<file path="config.mk">
export PLATFORM = sky130hd
export DESIGN_NAME = seq_shifter
export DESIGN_NICKNAME = d
export VERILOG_FILES = /design/src/rtl/seq_shifter_pkg.sv /design/src/rtl/seq_shifter_shift_step.sv /design/src/rtl/seq_shifter.sv
export SDC_FILE = /design/constraint.sdc
export NUM_CORES = 1
export LEC_CHECK = 0
export BUFFER_PORTS_ARGS = -buffer_cell sky130_fd_sc_hd__buf_2
export CAP_MARGIN = 25
export CORE_UTILIZATION = 40
export CTS_CLUSTER_DIAMETER = 30
export DETAILED_ROUTE_END_ITERATION = 12
export GPL_ROUTABILITY_DRIVEN = 0
export SYNTH_ARGS = -nofsm -noshare
export SYNTH_HDL_FRONTEND = slang
export SYNTH_SLANG_ARGS = --single-unit
</file>
<file path="constraint.sdc">
create_clock -name clk -period 3 [get_ports clk]
set_clock_uncertainty 0.1 [all_clocks]
set_input_delay 0.6 -clock clk [delete_from_list [all_inputs] [get_ports clk]]
set_output_delay 0.6 -clock clk [all_outputs]
set_load 0.05 [all_outputs]
</file>
<file path="src/rtl/seq_shifter_pkg.sv">
// Shared definitions for the sequential shifter: default width, FSM states and type codes.
// Build option: define SEQ_SHIFTER_ROTATE_EN to enable rotate support in seq_shifter.
package seq_shifter_pkg;

    localparam int SEQ_SHIFTER_WIDTH = 16;

    localparam logic SHIFT_LOGICAL = 1'b1;
    localparam logic SHIFT_ARITH   = 1'b0;

    typedef enum logic [1:0] {
        IDLE  = 2'd0,
        SHIFT = 2'd1,
        DONE  = 2'd2
    } state_t;

endpackage

</file>
<file path="src/rtl/seq_shifter_shift_step.sv">
// Combinational single-bit shift of an operand, left or right, logical or arithmetic.
// With SEQ_SHIFTER_ROTATE_EN defined, an extra rotate input recirculates the outgoing bit.
module shift_step
    import seq_shifter_pkg::*;
#(
    parameter int WIDTH = SEQ_SHIFTER_WIDTH
) (
    input  logic [WIDTH-1:0] i_operand,
    input  logic             i_right,
    input  logic             i_type,
`ifdef SEQ_SHIFTER_ROTATE_EN
    input  logic             i_rotate,
`endif
    output logic [WIDTH-1:0] o_result
);

    logic w_fill;

    always_comb begin
        w_fill = 1'b0;
        if (i_right && (i_type == SHIFT_ARITH)) begin
            w_fill = i_operand[WIDTH-1];
        end
`ifdef SEQ_SHIFTER_ROTATE_EN
        if (i_rotate) begin
            w_fill = i_right ? i_operand[0] : i_operand[WIDTH-1];
        end
`endif
        o_result = i_right ? {w_fill, i_operand[WIDTH-1:1]}
                           : {i_operand[WIDTH-2:0], w_fill};
    end

endmodule

</file>
<file path="src/rtl/seq_shifter.sv">
// Sequential barrel-free shifter: moves the operand one bit per clock, pulses done on completion.
// Build option: SEQ_SHIFTER_ROTATE_EN adds the shiftRotate input and rotate behaviour.
module seq_shifter
    import seq_shifter_pkg::*;
#(
    parameter int WIDTH = SEQ_SHIFTER_WIDTH
) (
    input  logic             clk,
    input  logic             rst_n,
    input  logic             start,
    input  logic [WIDTH-1:0] src,
    input  logic [WIDTH-1:0] shiftDirection,
    input  logic             shiftType,
`ifdef SEQ_SHIFTER_ROTATE_EN
    input  logic             shiftRotate,
`endif
    output logic             busy,
    output logic             done,
    output logic [WIDTH-1:0] shiftOut
);

    localparam logic [WIDTH-1:0] W_MAX = WIDTH'(WIDTH);

    state_t           r_state;
    logic [WIDTH-1:0] r_work;
    logic [WIDTH-1:0] r_count;
    logic             r_right;
    logic             r_type;
    logic [WIDTH-1:0] r_shift_out;
`ifdef SEQ_SHIFTER_ROTATE_EN
    logic             r_rotate;
`endif

    logic [WIDTH-1:0] w_mag;
    logic [WIDTH-1:0] w_n;
    logic [WIDTH-1:0] w_step;

    // Magnitude of the most negative amount is 2^(WIDTH-1), which still fits unsigned.
    assign w_mag = shiftDirection[WIDTH-1] ? (-shiftDirection) : shiftDirection;

    always_comb begin
        w_n = (w_mag > W_MAX) ? W_MAX : w_mag;
`ifdef SEQ_SHIFTER_ROTATE_EN
        if (shiftRotate) begin
            w_n = w_mag % W_MAX;
        end
`endif
    end

    shift_step #(
        .WIDTH     (WIDTH)
    ) u_shift_step (
        .i_operand (r_work),
        .i_right   (r_right),
        .i_type    (r_type),
`ifdef SEQ_SHIFTER_ROTATE_EN
        .i_rotate  (r_rotate),
`endif
        .o_result  (w_step)
    );

    always_ff @(posedge clk or negedge rst_n) begin
        if (!rst_n) begin
            r_state     <= IDLE;
            r_work      <= '0;
            r_count     <= '0;
            r_right     <= 1'b0;
            r_type      <= 1'b0;
            r_shift_out <= '0;
`ifdef SEQ_SHIFTER_ROTATE_EN
            r_rotate    <= 1'b0;
`endif
        end else begin
            case (r_state)
                IDLE: begin
                    if (start) begin
                        r_work  <= src;
                        r_right <= shiftDirection[WIDTH-1];
                        r_type  <= shiftType;
                        r_count <= w_n;
`ifdef SEQ_SHIFTER_ROTATE_EN
                        r_rotate <= shiftRotate;
`endif
                        if (w_n == '0) begin
                            r_shift_out <= src;
                            r_state     <= DONE;
                        end else begin
                            r_state     <= SHIFT;
                        end
                    end
                end
                SHIFT: begin
                    r_work  <= w_step;
                    r_count <= r_count - WIDTH'(1);
                    // Publish on the final step so done and shiftOut appear together.
                    if (r_count == WIDTH'(1)) begin
                        r_shift_out <= w_step;
                        r_state     <= DONE;
                    end
                end
                DONE: begin
                    r_state <= IDLE;
                end
                default: begin
                    r_state <= IDLE;
                end
            endcase
        end
    end

    assign busy     = (r_state == SHIFT);
    assign done     = (r_state == DONE);
    assign shiftOut = r_shift_out;

endmodule

</file>
* Word level (Yosys, flattened, before mapping)
Cells that the tools add are included.
** Storage, ports and cells
- Flip-flop bits (word level) :: 52
- Bits of input ports :: 36
- Output and inout port bits :: 18
- Word-level logic and storage cells :: 40
** Operators by class
- $add $sub $neg :: 2
- Magnitude comparators :: 1
- Equal/unequal tests :: 6
- Mux-type cells :: 16
- Bitwise logic cells :: 1
- Reductions and logical operators :: 8
** Operator list (count)
- 2-to-1 mux 16 bit :: 8
- one-hot mux 16 bit (2 select lines) :: 3
- equality test 16 x 1 -> 1 bit (second input constant) :: 1
- > comparator 16 x 5 -> 1 bit (second input constant) :: 1
- zero test 16 bit :: 1
- negator 16 bit :: 1
- subtractor 16 x 1 -> 16 bit (second input constant) :: 1
- 2-to-1 mux 2 bit :: 3
- AND reduction 2 bit :: 3
- != test 2 bit (second input constant) :: 2
- one-hot mux 2 bit (2 select lines) :: 1
- AND reduction 4 bit :: 1
- equality test 2 x 1 -> 1 bit (second input constant) :: 1
- equality test 2 bit (second input constant) :: 1
- zero test 2 bit :: 1
- != test 2 x 1 -> 1 bit (second input constant) :: 1
- nonzero test 2 bit :: 1
- logical AND 1 bit :: 1
- 2-to-1 mux 1 bit :: 1
- NOT 1 bit :: 1

* Longest topological paths before layout
Gate-level depths: netlist of the first run.
- Depth in word-level cells :: 8
- Mapped depth :: 11
- Mapped depth without buffers :: 9

* Modules after synthesis
Synthesis of the first run repeated with hierarchy kept, for this count alone.
** Second synthesis, totals
- Cells, all modules :: 336
- Area, all modules :: 3225.6 µm²
** Modules (own cells, without submodules)
- seq_shifter :: times used 1, cells each 315, area each 2995.4 µm², sequential area each 1301.2 µm²
- shift_step :: times used 1, cells each 21, area each 230.2 µm², sequential area each 0.0 µm²

* Least setup slack after synthesis of the first run
No wires, ideal clock.
- Kind :: in2reg
- Start point :: in shiftDirection[0]
- End point :: reg r_shift_out[3] (netlist: shiftOut[3])
- Setup time :: 0.141 ns
- Data arrival time :: 2.860 ns
- Data required time :: 2.759 ns
- Setup slack :: -0.100 ns
- Stages :: 11
- Buffers on the path :: 2
- Cells stage by stage :: inv_1 -> ha_1 -> or3b_1 -> o21ai_0 -> o2111ai_1 -> or3_1 -> or4_1 -> buf_2 -> buf_2 -> nand3_1 -> o311ai_2
** Between the ends
- Cells in the longest elaborated chain, start to end :: 7
** RTL lines
- start, declared :: line seq_shifter.sv:12 : input logic [WIDTH-1:0] shiftDirection,
- negator 16 bit :: line seq_shifter.sv:39 : assign w_mag = shiftDirection[WIDTH-1] ? (-shiftDirection) : shiftDirection;
- 2-to-1 mux 16 bit * :: line seq_shifter.sv:39
- > comparator 16 x 5 -> 1 bit :: line seq_shifter.sv:42 : w_n = (w_mag > W_MAX) ? W_MAX : w_mag;
- 2-to-1 mux 16 bit * :: line seq_shifter.sv:42
- zero test 16 bit * :: line seq_shifter.sv:84 : if (w_n == '0) begin
- != test 2 bit (no line) *
- AND reduction 4 bit (no line) *
- end signal, assigned :: line seq_shifter.sv:85 : r_shift_out <= src;
- end signal, assigned :: line seq_shifter.sv:97 : r_shift_out <= w_step;
- end, declared :: line seq_shifter.sv:29 : logic [WIDTH-1:0] r_shift_out;
Mark *: on every way between the ends. The rest lies on a longest branch, timed or not.
A chain may end at the register's enable or synchronous reset.

* Final worst setup path of the first run
- Start point :: in shiftDirection[0]
- End point :: reg r_shift_out[6] (netlist: shiftOut[6])
Same word-level chain as after synthesis.

==> flow_summary.json, run 1 <==
{
  "vdd_drop_max_mv": 0.2769,
  "grt_pass1_vias": 2915,
  "path_clk_slew_ns": 0.11,
  "grt_pass1_wl_um": 14080,
  "ys.flop_type": "dfrtp_1",
  "synth_edf_count": 0,
  "fin_cells": 558,
  "dp.cells": 549,
  "maxSlewHeadroom": 0.4395,
  "required_ns": 3.14,
  "synth_cell_types": 48,
  "die_area_sq_um": 8380,
  "min_path_type": "in2async",
  "drive_above_1_share": 0.2390,
  "cts.path.max_buffers": 2,
  "syn_inst": 389,
  "ios": 54,
  "crit_path_end_kind": "flop",
  "cts_made_buffers": 5,
  "io_buffers": 53,
  "timing.final.ws_setup_ns": 0.03281,
  "hold_viol": 0,
  "cts_hold_buffers": 0,
  "drcViolationCount": 0,
  "fin_area_sq_um": 3911,
  "grt-ovfl-total": 0,
  "reg2reg_depth": 8,
  "core_area_sq_um": 7727,
  "cts_tree": "built",
  "vias": 3128,
  "dp_hpwl_um": 5859,
  "crit_type": "in2reg",
  "cts_sinks": 52,
  "maxSlewViolCount": 0,
  "syn_to_final_growth_pct": 21.97,
  "async_flop_share": 1.000,
  "cts-root-buf": "clkbuf_8",
  "layout_commonest_cell": "buf_2",
  "via_per_inst": 5.606,
  "cp.arrival_ns": 3.11,
  "fin_total_pwr_uw": 2798,
  "ant_nets": 0,
  "grt.total_usage": 0.2067,
  "firstDrtPassIters": 5,
  "fmax_mhz": 337.0,
  "worst_pin_slew_ns": 0.8408,
  "yosysWarnings": 0,
  "reg2reg_from": "r_count[6]$_DFFE_PN0P_",
  "syn_area_sq_um": 3207,
  "grt_max_degree": 42,
  "die_y_um": 91.54,
  "syn_nets": 428,
  "fin_nets": 494,
  "n_antenna_cell": 0,
  "place_ws_ns": -0.3069,
  "regToRegEndpoint": "shiftOut[10]$_DFFE_PN0P_",
  "wl_per_cell_um": 14.69,
  "leakage_uw": 0.001703,
  "mostFrequentLayoutCells": "buf_2 (53), dfrtp_1 (52), nor2_1 (47)",
  "period_needed_ns": 2.967,
  "cp_max_fo": 7,
  "initial_utilization": 0.4150,
  "wl_um": 8196,
  "antenna_found_initial": 0,
  "totalNegativeSetupSlack_ns": 0,
  "fillers": 773,
  "dpl_cell_area_sq_um": 3727,
  "synth_seq_cells": 52,
  "synth_area_per_cell_sq_um": 8.244,
  "fp.dieW_um": 91.54,
  "r2r_slack_ns": 0.58,
  "cp-start-kind": "input port",
  "status": "finished clean",
  "drtIter0Drc": 156,
  "rows": 32,
  "seq_area_frac_synth": 0.4058,
  "cts.htree.levels": 2,
  "max_cap_viol_count": 0,
  "worstSkewPairLatency_ns": 0.31,
  "finalSetupViolations": 0,
  "period_share": 0.9891,
  "power.density_nw_per_um2": 715.2
}
==> cell usage after synthesis, drive strengths merged, types with 6 or more instances <==
library cell / n / area share
nand3: 24 / 0.037
nand2: 42 / 0.049
dfrtp: 52 / 0.41
nor3: 10 / 0.016
or3: 6 / 0.012
o311ai: 17 / 0.058
mux2i: 16 / 0.050
buf: 7 / 0.014
o21ai: 40 / 0.062
clkbuf: 17 / 0.020
nor2: 48 / 0.057
a21oi: 36 / 0.056
inv: 10 / 0.012
nand4: 6 / 0.012
==> layout make-up <==
cell class                      count  area [sq um]  share of cell area
Clock buffer                        6         72.57             0.01855
Clock inverter                      2         38.79            0.009917
Inverter                           10         37.54            0.009597
Multi-Input combinational cell    303          1807              0.4619
Sequential cell                    52          1301              0.3327
Tap cell                          102         127.6             0.03263
Timing Repair Buffer               83         526.8              0.1347
==> cells by family (layout without fill, tap and decap cells) <==
logic type,count (synthesis),in the layout,share of synthesized area
multiplexers,16,16,0.04994
AND/OR/NAND/NOR,162,162,0.2392
adder cells (fa/ha/maj),3,3,0.01171
AO/OA/AOI/OAI,119,119,0.2400
XOR/XNOR,3,3,0.008195
flip-flops,52,52,0.4058
buffers and inverters,34,101,0.04526
==> registers in the layout (all words and copies together), names as in the netlist <==
register / count
r_count: 16
r_right: 1
r_state: 2
r_type: 1
r_work: 16
shiftOut: 16
==> critical path: stages <==
cell,delay [ns]
buf_2,0.12
inv_2,0.07
ha_4,0.14
or3b_4,0.42
o21ai_2,0.16
o2111ai_1,0.11
or3_1,0.39
or4_4,0.51
buf_8,0.15
or3b_1,0.36
nand3_1,0.07
==> metrics by stage <==
| step | hold WS (ns) | utilization |
|---|---|---|
| floorplan | 0.2044 | - |
| global placement | 0.3636 | 0.4824 |
| detailed placement | 0.3630 | 0.4824 |
| CTS | 0.1917 | 0.4968 |
| global route | 0.2100 | 0.5062 |
| finish | 0.1648 | 0.5062 |
==> how the worst max path moves through the flow <==
stage                                          end  slack [ns]              start
after floorplan            shiftOut[6]$_DFFE_PN0P_       0.009  shiftDirection[1]
after global placement     shiftOut[6]$_DFFE_PN0P_       -0.25  shiftDirection[0]
after detailed placement  shiftOut[10]$_DFFE_PN0P_       -0.31  shiftDirection[0]
after CTS                 shiftOut[10]$_DFFE_PN0P_        0.02  shiftDirection[0]
after global routing       shiftOut[6]$_DFFE_PN0P_       -0.04  shiftDirection[0]
final                      shiftOut[6]$_DFFE_PN0P_        0.03  shiftDirection[0]
==> power by group <==
group	internal, uW	switching, uW	total [uW]
clock network	253	245	497
logic	466	697	1160
registers	914	224	1140
==> per-layer routing <==
layer  vias to the layer above  global-route usage  part of all wire
met5                         -                   0                 0
met4                         0             0.05291             0.012
met3                         9             0.02513             0.039
met2                        82              0.3327              0.47
met1                      1475              0.2939              0.48
li1                       1562                   -                 -
==> what timing repair did <==
action                     4_1_cts  5_1_grt
buffers inserted                 0        1
setup endpoints to repair        0       18
resized for setup                0       11
No activity file was read; power rests on OpenSTA's default activity.
==> run 2: changes to the inputs <==
--- a/config.mk
+++ b/config.mk
@@ -5,6 +5,7 @@
 export SDC_FILE = /design/constraint.sdc
 export NUM_CORES = 1
 export LEC_CHECK = 0
+export ABC_AREA = 1
 export BUFFER_PORTS_ARGS = -buffer_cell sky130_fd_sc_hd__buf_2
 export CAP_MARGIN = 25
 export CORE_UTILIZATION = 40
==> run 2 against run 1 <==
The run now ends with DRC left. Routed wire length fell by 6.7%. Utilization fell by 3.3 points. Worst hold slack improved by 0.12 ns. Flip-flop and latch count did not move. Via count fell by 3.2%. Largest power group is now registers. Highest routed layer unchanged.
==> flow_summary.json, run 2 <==
{
  "fin_nets": 544,
  "violations": "DRC",
  "mostFrequentLayoutCells": "nand2_1 (149), buf_2 (53), dfrtp_1 (52)",
  "maxSlewHeadroom": 0.5535,
  "leakage_uw": 0.001956,
  "ant_nets": 0,
  "cts_sinks": 52,
  "path_clk_slew_ns": 0.10,
  "antenna_found_initial": 0,
  "required_ns": 3.11,
  "fmax_mhz": 400.2,
  "drive_above_1_share": 0.1779,
  "cts.htree.levels": 2,
  "layout_commonest_cell": "nand2_1",
  "synth_edf_count": 0,
  "wl_met1_um": 3757,
  "cp.arrival_ns": 2.61,
  "slowest_delay_ns": 0.18,
  "path_delay_family": "simple AND/OR/NAND/NOR gates",
  "seq_area_frac_synth": 0.4093,
  "cp_common_cell": "nand2_1",
  "crit_type": "in2reg",
  "power.density_nw_per_um2": 341.3,
  "cp_slowest_cell": "nand2_4",
  "wl_um": 7646,
  "cp.buffers_inverters": 3,
  "drcViolationCount": 1,
  "die_y_um": 91.15,
  "syn_area_sq_um": 3179,
  "crit_path_end_kind": "flop",
  "grt-ovfl-total": 0,
  "maxSlewViolCount": 0,
  "r2r_slack_ns": 0.69,
  "cp-start-kind": "input port",
  "grt_pass1_wl_um": 13160,
  "synth_area_per_cell_sq_um": 7.018,
  "post_cts_resized": 0,
  "async_flop_share": 1.000,
  "period_share": 0.8329,
  "vias": 3028,
  "via_per_inst": 4.980,
  "fillers": 834,
  "min_path_type": "in2async",
  "fin_cells": 608,
  "totalNegativeSetupSlack_ns": 0,
  "status": "finished with violations",
  "max_cap_viol_count": 0,
  "dp_hpwl_um": 5547,
  "cts_tree": "built",
  "firstDrtPassIters": 8,
  "period_needed_ns": 2.499,
  "synth_seq_cells": 52,
  "synth_top_area_cell": "dfrtp_1",
  "vdd_drop_max_mv": 0.1744,
  "die_area_sq_um": 8308,
  "finalSetupViolations": 0,
  "wl_per_cell_um": 12.58,
  "syn_nets": 492,
  "wl_met3_um": 375,
  "yosys-top-cells-count": "nand2_1 (149), dfrtp_1 (52), o21ai_0 (45)",
  "grt_pass1_vias": 2835,
  "timing.hold.ws_ns": 0.2879,
  "synth_cell_types": 35,
  "rows": 32,
  "yosysWarnings": 0,
  "fp.dieW_um": 91.15,
  "ys.flop_type": "dfrtp_1",
  "top_layer": "met4",
  "grt.total_usage": 0.1946,
  "synth_top_area_share": 0.4093,
  "initial_utilization": 0.4136,
  "synth.most_common_cell": "nand2_1",
  "cts_hold_buffers": 0,
  "cp_max_fo": 17,
  "worstSkewPairLatency_ns": 0.31,
  "grt_setup_unrepaired": "no",
  "worst_pin_slew_ns": 0.6697,
  "n_antenna_cell": 0,
  "cts_setup_buffers": 0,
  "ios": 54,
  "synth_area_leaders": "dfrtp_1 (41%), nand2_1 (18%), o21ai_0 (7.1%)",
  "core_area_sq_um": 7687,
  "grt_max_degree": 53,
  "crit_chain": "buf_2 > inv_1 > ha_1 > inv_1 > nor2_2 > nand3_2 > nand2_4 > nand2_1 > nand2_1 > nand2_1 > nor2_1 > nand2_1 > nor2_2 > nand2_2 > nor2_2 > nand3_2 > nand2_4 > nand2_4 > nand2_1 > nand2_1",
  "syn_inst": 453,
  "drtIter0Drc": 136,
  "hold_viol": 0,
  "syn_to_final_growth_pct": 14.36,
  "cts.path.max_buffers": 2,
  "dr_wl_met2_um": 3448,
  "cts-root-buf": "clkbuf_8",
  "dp.cells": 600,
  "cts_made_buffers": 5,
  "io_buffers": 53
}
==> run 2: cells by family after synthesis <==
family | synth area share
adder cells (fa/ha/maj) | 0.01181
XOR/XNOR | 0.01928
AND/OR/NAND/NOR | 0.3542
AO/OA/AOI/OAI | 0.1208
buffers and inverters | 0.08461
flip-flops | 0.4093
==> run 2: routing by layer <==
layer  track usage  up-vias
met3       0.02261        5
met2        0.3112       69
met5             0        -
met4       0.04233        0
li1              -     1560
met1        0.2826     1394
==> run 2: layout make-up <==
class | instances | area (sq um) | share of cell area
multi-input combinational | 339 | 1609 | 0.4425
sequential | 52 | 1301 | 0.3579
timing repair buffer | 62 | 332.8 | 0.09153
inverter | 45 | 168.9 | 0.04646
tap | 102 | 127.6 | 0.03510
clock buffer | 6 | 82.58 | 0.02271
clock inverter | 2 | 13.76 | 0.003785
==> run 2: final timing paths <==
kind	startpoint	to	depth (start not counted)
worst max-delay path	shiftDirection[0]	shiftOut[3]$_DFFE_PN0P_	20
worst min-delay path	rst_n	r_count[9]$_DFFE_PN0P_	2
worst max register to register	r_count[10]$_DFFE_PN0P_	shiftOut[8]$_DFFE_PN0P_	7
worst min register to register	shiftOut[14]$_DFFE_PN0P_	shiftOut[14]$_DFFE_PN0P_	2
max in group asynchronous	rst_n	r_work[3]$_DFFE_PN0P_	2
min in group clk	shiftOut[14]$_DFFE_PN0P_	shiftOut[14]$_DFFE_PN0P_	2
==> run 2: metrics by stage <==
stage / instance area [sq um] / total power [uW] / setup WS [ns] / util
final: 3636 / 1241 / 0.5013 / 0.4730
after global routing: 3636 / 1290 / 0.1749 / 0.4730
after CTS: 3636 / 1255 / 0.5056 / 0.4730
after detailed placement: 3540 / 822.2 / 0.1609 / 0.4604
after global placement: 3540 / 821.5 / 0.2435 / 0.4604
after floorplan: 3179 / 769.7 / 0.5340 / -
==> run 2: where the power goes <==
part           total (uW)  switching [uW]  internal [uW]
Sequential            700               0            700
Clock                 434             244            189
Combinational         107            68.7           38.2
==> run 3: changes to the inputs <==
--- a/config.mk
+++ b/config.mk
@@ -5,7 +5,7 @@
 export SDC_FILE = /design/constraint.sdc
 export NUM_CORES = 1
 export LEC_CHECK = 0
-export ABC_AREA = 1
+export ABC_AREA = 0
 export BUFFER_PORTS_ARGS = -buffer_cell sky130_fd_sc_hd__buf_2
 export CAP_MARGIN = 25
 export CORE_UTILIZATION = 40
==> constraint.sdc (replaced) <==
create_clock -name clk -period 2.29 [get_ports clk]
set_clock_uncertainty 0.1 [all_clocks]
set_input_delay 0.458 -clock clk [delete_from_list [all_inputs] [get_ports clk]]
set_output_delay 0.458 -clock clk [all_outputs]
set_load 0.05 [all_outputs]
==> run 3 against run 2 <==
The flow finishes with violations (setup timing). Design area increased by 18%. Register-to-register slack got worse by 0.80 ns. Routed wire length up 13%. Combinational power rose to 17 times the previous value. Clock-buffer cell count stayed put. Worst hold slack got worse by 0.13 ns. Critical path depth decreased by 10. Non-clock buffer count up 43. Via count up 4.9%. Sequential share of layout area decreased by 5.6 points.
==> flow_summary.json, run 3 (synthesized netlist as in run 1, its figures left out) <==
{
  "rows": 32,
  "grt.total_usage": 0.2230,
  "cts_sinks": 52,
  "worst_pin_slew_ns": 0.6812,
  "r2r_slack_ns": -0.11,
  "maxSlewHeadroom": 0.5459,
  "cp_max_fo": 8,
  "grt_pass1_wl_um": 15020,
  "wl_per_cell_um": 14.94,
  "hold_viol": 0,
  "drive_above_1_share": 0.3285,
  "wl_um": 8668,
  "place_ws_ns": -0.7864,
  "cts_made_buffers": 5,
  "syn_to_final_growth_pct": 34.33,
  "vias": 3176,
  "ios": 54,
  "cts_tree": "built",
  "finalSetupViolations": 23,
  "violations": "setup timing",
  "fin_total_pwr_uw": 3779,
  "dp.cells": 570,
  "dpl_cell_area_sq_um": 3975,
  "period_needed_ns": 2.556,
  "max_cap_viol_count": 0,
  "period_share": 1.116,
  "fillers": 711,
  "seq_area_sq_um": 1301,
  "leakage_uw": 0.001934,
  "required_ns": 2.41,
  "worstSkewPairLatency_ns": 0.31,
  "grt_max_degree": 53,
  "path_clk_slew_ns": 0.10,
  "min_path_type": "in2async",
  "cts-root-buf": "clkbuf_8",
  "dp_hpwl_um": 6099,
  "grt_pass1_vias": 3181,
  "vdd_drop_max_mv": 0.3935,
  "antenna_found_initial": 1,
  "firstDrtPassIters": 4,
  "cp.arrival_ns": 2.68,
  "power.density_nw_per_um2": 877.2,
  "multi_input_area_sq_um": 1991,
  "die_y_um": 91.54,
  "crit_type": "in2reg",
  "fin_nets": 516,
  "die_area_sq_um": 8380,
  "grt_setup_unrepaired": "yes",
  "maxSlewViolCount": 0,
  "grt-ovfl-total": 0,
  "layout_commonest_cell": "dfrtp_1",
  "cp-start-kind": "input port",
  "via_per_inst": 5.476,
  "status": "finished with violations",
  "cts.htree.levels": 2,
  "n_antenna_cell": 0,
  "fin_area_sq_um": 4308,
  "cts.path.max_buffers": 2,
  "fin_cells": 580,
  "initial_utilization": 0.4150,
  "drcViolationCount": 0,
  "mostFrequentLayoutCells": "dfrtp_1 (52), buf_2 (51), buf_4 (48)",
  "core_area_sq_um": 7727,
  "ant_nets": 0,
  "io_buffers": 53,
  "fmax_mhz": 391.2,
  "crit_path_end_kind": "flop",
  "drtIter0Drc": 136,
  "timing.final.ws_setup_ns": -0.2662,
  "fp.dieW_um": 91.54
}
run 3: final cells by class:
type,count,area share
Clock buffer,6,0.01917
Tap cell,102,0.02963
Inverter,10,0.01336
Clock inverter,2,0.003195
Multi-Input combinational cell,303,0.4621
Timing Repair Buffer,105,0.1705
Sequential cell,52,0.3021
run 3: timing repair:
action | CTS | global route
pin swaps | 3 | 1
setup buffers | 0 | 1
gates cloned | 1 | 0
gates resized for setup | 31 | 5
setup endpoints to repair | 23 | 23
hold buffers | 0 | 0
run 3: routing by layer:
layer	track usage	wire length, um	vias up	share of wire
met1	0.2898	3998	1490	0.46
met5	0	10	-	0.0012
li1	-	-	1604	-
met2	0.3835	4269	67	0.49
met3	0.03099	246	13	0.028
met4	0.06614	144	2	0.017
run 3: where the power goes:
group	internal (uW)	switching [uW]	total (uW)
clock	248	321	569
combinational	717	1060	1780
sequential	1200	231	1430
total	2160	1620	3780
run 3: worst paths after layout:
| check | endpoint | start | cells past startpoint |
|---|---|---|---|
| setup / recovery | shiftOut[9]$_DFFE_PN0P_ | shiftDirection[1] | 10 |
| hold / removal | r_count[8]$_DFFE_PN0P_ | rst_n | 2 |
| setup reg to reg | shiftOut[9]$_DFFE_PN0P_ | r_count[8]$_DFFE_PN0P_ | 8 |
| hold reg to reg | r_count[14]$_DFFE_PN0P_ | r_count[14]$_DFFE_PN0P_ | 1 |
| max in group asynchronous | r_state[0]$_DFFE_PN0P_ | rst_n | 2 |
| min in group clk | r_type$_DFFE_PN0P_ | shiftType | 3 |
run 3: worst max-delay path, stage by stage:
cell and delay [ns]:
buf_12 0.11, inv_12 0.04, ha_4 0.12, or3b_4 0.40, o21ai_1 0.15, o2111ai_1 0.10
or3_1 0.32, or4_4 0.51, buf_12 0.19, o311ai_4 0.27
run 3: per-stage QoR:
stage | setup TNS, ns | utilization | hold WS, ns
after floorplan | -8.954 | - | 0.06241
after global placement | -15.38 | 0.5144 | 0.3646
after detailed placement | -16.76 | 0.5144 | 0.3700
after CTS | -6.765 | 0.5517 | 0.1931
after global routing | -6.968 | 0.5575 | 0.2329
final | -5.188 | 0.5575 | 0.1591
